$ cat config.mk
export PLATFORM = sky130hd
export DESIGN_NAME = serial_bus_arbiter
export DESIGN_NICKNAME = d
export VERILOG_FILES = /design/src/rtl/serial_bus_arbiter.sv
export SDC_FILE = /design/constraint.sdc
export NUM_CORES = 1
export LEC_CHECK = 0
export CAP_MARGIN = 20
export CELL_PAD_IN_SITES_DETAIL_PLACEMENT = 0
export CELL_PAD_IN_SITES_GLOBAL_PLACEMENT = 2
export CORE_MARGIN = 3
export CORE_UTILIZATION = 31
export CTS_CLUSTER_DIAMETER = 80
export DETAILED_ROUTE_END_ITERATION = 12
export PLACE_DENSITY = 0.89
export SYNTH_ARGS = -nofsm -noshare
export SYNTH_HDL_FRONTEND = slang
export SYNTH_SLANG_ARGS = --single-unit
$ cat constraint.sdc
create_clock -name clk -period 3.8 [get_ports clk]
set_input_delay 0.38 -clock clk [delete_from_list [all_inputs] [get_ports clk]]
set_output_delay 0.38 -clock clk [all_outputs]
set_load 0.01 [all_outputs]
$ cat src/rtl/serial_bus_arbiter.sv
// Round-robin serial bus arbiter with one split/resume slot; registered outputs, decisions visible next cycle.
// Optional grant timeout enabled by defining ARB_TIMEOUT_EN (adds timeout_flag output).
module serial_bus_arbiter #(
  parameter int MASTER_NO     = 2,
  parameter int SLAVE_NO      = 3,
  parameter int GRANT_TIMEOUT = 16
) (
  input  logic                         clk,
  input  logic                         rst,
  input  logic [MASTER_NO-1:0]         bus_req,
  input  logic [MASTER_NO-1:0]         bus_util,
  input  logic [SLAVE_NO-1:0]          s_split,
  input  logic [SLAVE_NO-1:0]          s_resume,
  output logic [MASTER_NO-1:0]         bus_grant,
  output logic [MASTER_NO-1:0]         split_en,
  output logic [$clog2(MASTER_NO)-1:0] grant_id,
  output logic                         split_pending,
`ifdef ARB_TIMEOUT_EN
  output logic                         timeout_flag,
`endif
  output logic                         arb_busy
);

  localparam int GW = $clog2(MASTER_NO);
  localparam int SW = (SLAVE_NO > 1) ? $clog2(SLAVE_NO) : 1;
  localparam logic [MASTER_NO-1:0] ONE = {{(MASTER_NO-1){1'b0}}, 1'b1};

  localparam logic [1:0] ST_IDLE  = 2'd0;
  localparam logic [1:0] ST_GRANT = 2'd1;
  localparam logic [1:0] ST_BUSY  = 2'd2;

  logic [1:0]           r_state;
  logic [MASTER_NO-1:0] r_grant;
  logic [MASTER_NO-1:0] r_split_en;
  logic [GW-1:0]        r_gid;
  logic [GW-1:0]        r_last;
  logic [GW-1:0]        r_split_master;
  logic [SW-1:0]        r_split_slave;
  logic                 r_split_pending;

  logic [MASTER_NO-1:0] w_elig;
  logic                 w_rr_found;
  logic [GW-1:0]        w_rr_idx;
  logic [SW-1:0]        w_split_idx;
  logic                 w_util_w;
  logic                 w_req_w;
  logic                 w_resume;
  logic                 w_resume_rdy;

`ifdef ARB_TIMEOUT_EN
  localparam int CW = $clog2(GRANT_TIMEOUT + 1);
  logic [CW-1:0] r_cnt;
  logic          r_timeout;
  assign timeout_flag = r_timeout;
`endif

  // The suspended master may not win arbitration until its split is resumed.
  assign w_elig       = bus_req & ~(r_split_pending ? (ONE << r_split_master) : '0);
  assign w_util_w     = bus_util[r_gid];
  assign w_req_w      = bus_req[r_gid];
  assign w_resume     = |r_split_en;
  assign w_resume_rdy = s_resume[r_split_slave];

  always_comb begin
    w_rr_found = 1'b0;
    w_rr_idx   = '0;
    for (int i = MASTER_NO; i >= 1; i--) begin
      if (w_elig[(int'(r_last) + i) % MASTER_NO]) begin
        w_rr_found = 1'b1;
        w_rr_idx   = GW'((int'(r_last) + i) % MASTER_NO);
      end
    end
  end

  always_comb begin
    w_split_idx = '0;
    for (int j = SLAVE_NO - 1; j >= 0; j--) begin
      if (s_split[j]) w_split_idx = SW'(j);
    end
  end

  always_ff @(posedge clk or posedge rst) begin
    if (rst) begin
      r_state         <= ST_IDLE;
      r_grant         <= '0;
      r_split_en      <= '0;
      r_gid           <= '0;
      r_last          <= GW'(MASTER_NO - 1);
      r_split_master  <= '0;
      r_split_slave   <= '0;
      r_split_pending <= 1'b0;
`ifdef ARB_TIMEOUT_EN
      r_cnt           <= '0;
      r_timeout       <= 1'b0;
`endif
    end else begin
`ifdef ARB_TIMEOUT_EN
      r_timeout <= 1'b0;
`endif
      case (r_state)
        ST_IDLE: begin
`ifdef ARB_TIMEOUT_EN
          r_cnt <= '0;
`endif
          if (r_split_pending && w_resume_rdy) begin
            r_grant    <= ONE << r_split_master;
            r_split_en <= ONE << r_split_master;
            r_gid      <= r_split_master;
            r_state    <= ST_GRANT;
          end else if (w_rr_found) begin
            r_grant <= ONE << w_rr_idx;
            r_gid   <= w_rr_idx;
            r_state <= ST_GRANT;
          end
        end
        ST_GRANT: begin
          if (w_util_w) begin
            r_state <= ST_BUSY;
          end else if (!w_resume && !w_req_w) begin
            r_grant <= '0;
            r_last  <= r_gid;
            r_state <= ST_IDLE;
          end
`ifdef ARB_TIMEOUT_EN
          else if (r_cnt == CW'(GRANT_TIMEOUT - 1)) begin
            r_grant    <= '0;
            r_split_en <= '0;
            r_last     <= r_gid;
            r_state    <= ST_IDLE;
            r_timeout  <= 1'b1;
            if (w_resume) r_split_pending <= 1'b0;
          end else begin
            r_cnt <= r_cnt + 1'b1;
          end
`endif
        end
        ST_BUSY: begin
          // A split outranks a simultaneous bus_util fall.
          if ((|s_split) && !w_resume && !r_split_pending) begin
            r_split_master  <= r_gid;
            r_split_slave   <= w_split_idx;
            r_split_pending <= 1'b1;
            r_grant         <= '0;
            r_last          <= r_gid;
            r_state         <= ST_IDLE;
          end else if (!w_util_w) begin
            r_grant    <= '0;
            r_split_en <= '0;
            r_last     <= r_gid;
            r_state    <= ST_IDLE;
            if (w_resume) r_split_pending <= 1'b0;
          end
        end
        default: begin
          r_state    <= ST_IDLE;
          r_grant    <= '0;
          r_split_en <= '0;
        end
      endcase
    end
  end

  assign bus_grant     = r_grant;
  assign split_en      = r_split_en;
  assign grant_id      = r_gid;
  assign split_pending = r_split_pending;
  assign arb_busy      = (r_state != ST_IDLE);

endmodule

==> flow_metrics.tcl <==
set metrics [dict create \
    reg2reg_depth 5 \
    whs_ns 0.415 \
    syn_inst 77 \
    synth_edf_count 0 \
    timing.rr.start "grant_id$_DFFE_PP0P_" \
    slew_headroom_pct 69.3 \
    grt_usage_pct 11.0 \
    p_leak_nw 0.420 \
    cp_max_fo 8 \
    synth_seq_area_share_pct 39.6 \
    dp_hpwl_um 1300 \
    peakVddDrop_v 0.000346 \
    synth-main-ff-cell "dfrtp_1" \
    fin_crit_sh_pct 50.3 \
    synth_top_cell_area_share_pct 36.1 \
    ctsHoldBuffers 0 \
    cts_buffer_depth 2 \
    setup.reg_to_reg.worst_slack_ns 2.08 \
    clock-sinks 12 \
    fin_skew_ns 0.00295 \
    worstMarginPinSlew_ns 0.459 \
    cts_setup_buffers 0 \
    cp-startpoint "r_state[0]$_DFFE_PP0P_" \
    max_freq_ghz 0.523 \
    placed_cells 121 \
    finalHoldViolations 0 \
    die_area_um2 3090 \
    routed_wl_um 1550 \
    synth.distinct_cells 36 \
    arrival_ns 1.53 \
    post-route-drc-count 0 \
    setup_viol 0 \
    grt_setup_unrepaired "false" \
    viasPerCell 4.98 \
    grt_overflow 0 \
    insertion_delay_ns 0.26 \
    vias 623 \
    grt_pass1_wl_um 2660 \
    antenna_found_initial 0 \
    numCtsBuffers 3 \
    start_util_pct 33.5 \
    place.port_buffers 18 \
    power_density_nw_per_um2 806 \
    slew_violations 0 \
    ctsResizeCount 0 \
    ys_async_sr_fraction_pct 100 \
    drt_first_iter_violations 7 \
    routabilityCongestion 0.796 \
    status "complete, no violations" \
    finalNonFillerCells 125 \
    finalNetCount 110 \
    post_route_cells_drive_above_1_share_pct 19.6 \
    die_x_um 55.6 \
    synth_top_cell_by_area "dfrtp_1" \
    start_kind "flop" \
    ys_ff_latch 12 \
    coreArea_um2 2280 \
    pin_count 19 \
    die-height_um 55.6 \
    reg2reg_to "bus_grant[1]$_DFFE_PP0P_" \
    syn2layout_area_growth_pct 31.5 \
    cts_tree "built" \
    hold_class "in -> async" \
    synthTopCellsByArea "dfrtp_1 36%, mux2i_1 3.9%, nor2_1 3.9%" \
    ys_warn_count 0 \
    drtPass1Iterations 4 \
    syn_area_um2 762 \
    root_buffer "clkbuf_4" \
    period_needed_ns 1.91 \
    cp-end-kind "primary output" \
    antenna_cells 0 \
    fin_setup_tns_ns 0 \
    drt-wirelength-per-cell_um 12.4 \
    cts-htree-levels 1 \
    path_clk_slew_ns 0.08 \
    ant_nets 0 \
    crit_type "reg -> out" \
    max_cap_viol_count 0 \
    rows 17 \
    grt_pass1_vias 621 \
    crit_required_ns 3.42 \
    synth.avg_cell_area_um2 9.90 \
    syn_nets 89 \
    grt_max_degree 13 \
    utilization_pct 44.0 \
]
==> worst max-delay path by stage <==
stage	end	cells past startpoint	slack [ns]
finish	arb_busy	3	1.89
global route	arb_busy	3	1.80
CTS	arb_busy	3	1.87
detailed placement	bus_grant[1]$_DFFE_PP0P_	6	1.78
global placement	bus_grant[1]$_DFFE_PP0P_	6	1.79
floorplan	bus_grant[1]$_DFFE_PP0P_	5	2.18
==> state kept, by name, summed over array words and instances (netlist names) <==
name	count
r_state	2
bus_grant	2
grant_id	1
split_en	2
r_split_slave	2
r_split_master	1
split_pending	1
r_last	1
==> synthesized netlist by cell type (2+ instances only) <==
cell and instances:
a21o_1 3, mux2i_1 3, and2_1 3, a22o_1 3, inv_1 4, nand3b_1 3, nand3_1 2, o21ai_0 2
a21oi_1 3, and3_2 2, nand2_1 7, dfrtp_1 11, nor2_1 8
==> kinds of logic (layout without fill, tap and decap cells) <==
group	after synthesis	count (layout)	share of synthesized area, %
buffers and inverters	7	27	3.94
flip-flops	12	12	39.6
AO/OA/AOI/OAI	24	24	27.3
AND/OR/NAND/NOR	29	29	20.9
multiplexers	5	5	8.37
==> stage by stage <==
step	worst slack, ns	instance area [um2]	total power [mW]
after global placement	1.79	966	0.711
after detailed placement	1.78	966	0.716
after global routing	1.80	1000	0.880
after CTS	1.87	1000	0.819
after floorplan	2.18	762	0.574
final	1.89	1000	0.808
==> cell usage in the layout, fill, tap and decap left out, types with 2 or more instances in the layout <==
master,instances
nor2_1,8
clkdlybuf4s50_1,18
a21o_1,3
a21oi_1,3
nand2_1,7
and3_2,2
a22o_1,3
inv_1,4
mux2i_1,3
clkbuf_4,3
nand3b_1,3
nand3_1,2
o21ai_0,2
and2_1,3
dfrtp_1,11
==> critical path: stages, from the launching register on <==
cell and delay (ns):
dfrtp_1 0.52, nor2_2 0.10, inv_2 0.11, clkdlybuf4s50_1 0.54
==> final cells by class <==
cell class / count / area [um2]
tap: 28 / 35.0
clock buffer: 4 / 36.3
timing repair buffer: 18 / 180
sequential: 12 / 302
multi-input combinational: 58 / 430
fill: 217 / 1270
inverter: 5 / 18.8
==> power by group <==
part           leakage (nW)  switching [mW]  internal (mW)
logic                 0.250           0.202          0.228
clock network        0.0210          0.0415         0.0581
registers             0.149          0.0857          0.193
total                 0.420           0.329          0.479
==> per-layer routing <==
layer	part of all wire, %	global-route usage, %
met5	0	0
met4	0.84	4.17
met3	2.8	2.09
met2	49	18.9
met1	47	13.4
No activity file was read; power rests on OpenSTA's default activity.
==> patch: new RTL, same flow settings <==
The option `ARB_TIMEOUT_EN` is turned on by a define.
--- a/src/rtl/serial_bus_arbiter.sv
+++ b/src/rtl/serial_bus_arbiter.sv
@@ -1,5 +1,7 @@
 // Round-robin serial bus arbiter with one split/resume slot; registered outputs, decisions visible next cycle.
 // Optional grant timeout enabled by defining ARB_TIMEOUT_EN (adds timeout_flag output).
+`define ARB_TIMEOUT_EN
+
 module serial_bus_arbiter #(
   parameter int MASTER_NO     = 2,
   parameter int SLAVE_NO      = 3,
Function (old outputs only; new: timeout_flag): no difference found for any inputs over 10 cycles, from zero or initial values and one cycle with rst high; that may be too few to reach the edited logic, so the function may still have changed.
==> patch against the original RTL <==
- cell area up 38%
- sequential cell count up 6
- worst setup slack worse by 0.33 ns
- first-iteration DRC count rose to 12 times the old value
- via count up 64%
- total power up 20%
- hold slack better by 0.054 ns
- largest power group unchanged
- area after synthesis up 47%
- count of clock-buffer cells in the layout unchanged
- sequential share of layout area up 2.7 points
- wire length up 73%
- critical path type unchanged
==> patch: results (changes against the original RTL) <==
| Metric | Value |
|---|---|
| Status | `complete, no violations (unchanged)` |
| Pint | `0.000540 W (was 0.000479 W)` |
| Multi-input gate share of total cell area | `44.9% (was 42.9%)` |
| First-pass GRT wire length | `4720 um (was 2660 um)` |
| Worst vdd ir | `0.000225 V (was 0.000346 V)` |
| Worst Path Arrival | `1.86 ns (was 1.53 ns)` |
| GRT Overall Usage | `13.9% (was 11.0%)` |
| M3 GR Usage | `2.89% (was 2.09%)` |
| Post-synthesis sequential area ratio | `40.3% (was 39.6%)` |
| Synth Area in Compound Gates | `25.5% (was 27.3%)` |
| Yosys cell types | `42 (was 36)` |
| WL per Instance | `14.1 um (was 12.4 um)` |
| Post-Synth Adder-Cell Area | `2.23% (was 0%)` |
| Met2 routed WL | `1200 um (was 760 um)` |
| Synth top area cells | `dfrtp_1, nand3_1, nand2_1, o21ai_0, inv_1 (was dfrtp_1, mux2i_1, nor2_1, a2111oi_4, dfstp_2)` |
| Post-Layout Inst Area | `0.00138 sq mm (was 0.00100 sq mm)` |
| Crit path max-delay family | `flip-flops (was buffers and inverters)` |
| Worst R2R Start | `r_cnt[0]$_DFFE_PP0P_ (was grant_id$_DFFE_PP0P_)` |
| Leakage | `0.588 nW (was 0.420 nW)` |
| Largest net degree at the start of global routing | `20 (was 13)` |
| Worst skew pair latency | `0.30 ns (was 0.26 ns)` |
| Total power | `0.000973 W (was 0.000808 W)` |
| FILL cells | `350 (was 217)` |
| Nets | `160 (was 110)` |
| Clock skew | `0.00362 ns (was 0.00295 ns)` |
| Final Wtd Congestion | `0.796 (about the same)` |
| Seq group | `0.000376 W (was 0.000278 W)` |
| Mux cell area share after synthesis | `6.15% (was 8.37%)` |
| Buffering overhead | `13.8% (was 18.0%)` |
| Clk pin slew, worst setup/hold paths | `0.10 ns (was 0.08 ns)` |
| Met1 Wirelength | `1290 um (was 732 um)` |
| DR iter-0 viols | `83 (was 7)` |
| Slowest cell on crit path | `dfrtp_1 (was clkdlybuf4s50_1)` |
| Avg Cell Area, Syn | `8.89 sq um (was 9.90 sq um)` |
| Synth cell count leaders | `dfrtp_1, nand2_1, inv_1, nand3_1, o21ai_0 (was dfrtp_1, nor2_1, nand2_1, inv_1)` |
| Nonclk buf count | `19 (was 18)` |
| Slew @ Worst Pin | `0.683 ns (was 0.459 ns)` |
| Worst-path fanout max | `19 (was 8)` |
| Routed length on met3 | `123 um (was 44 um)` |
-- patch: cell count changes in the layout (fill, tap and decap cells not counted), sizes merged, moves of 4 or more --
cell / change
nand3: +7
dfrtp: +6
nand2: +5
nor3: +5
o21ai: +5
a211oi: +4
inv: +4
-- patch: worst paths after layout --
path / to / slack, ns / depth (start not counted)
worst max register to register: r_cnt[0]$_DFFE_PP0P_ / 1.78 / 7
max in group asynchronous: bus_grant[1]$_DFFE_PP0P_ / 2.90 / 2
worst max-delay path: arb_busy / 1.56 / 3
min in group clk: r_cnt[4]$_DFFE_PP0P_ / 0.52 / 2
worst min register to register: r_cnt[4]$_DFFE_PP0P_ / 0.52 / 2
worst min-delay path: r_cnt[2]$_DFFE_PP0P_ / 0.47 / 2
-- patch: logic make-up after synthesis --
kind of cell	after synthesis
buf+inv	13
simple gates	47
fa+ha+maj	2
mux	6
compound gates	40
flops	18
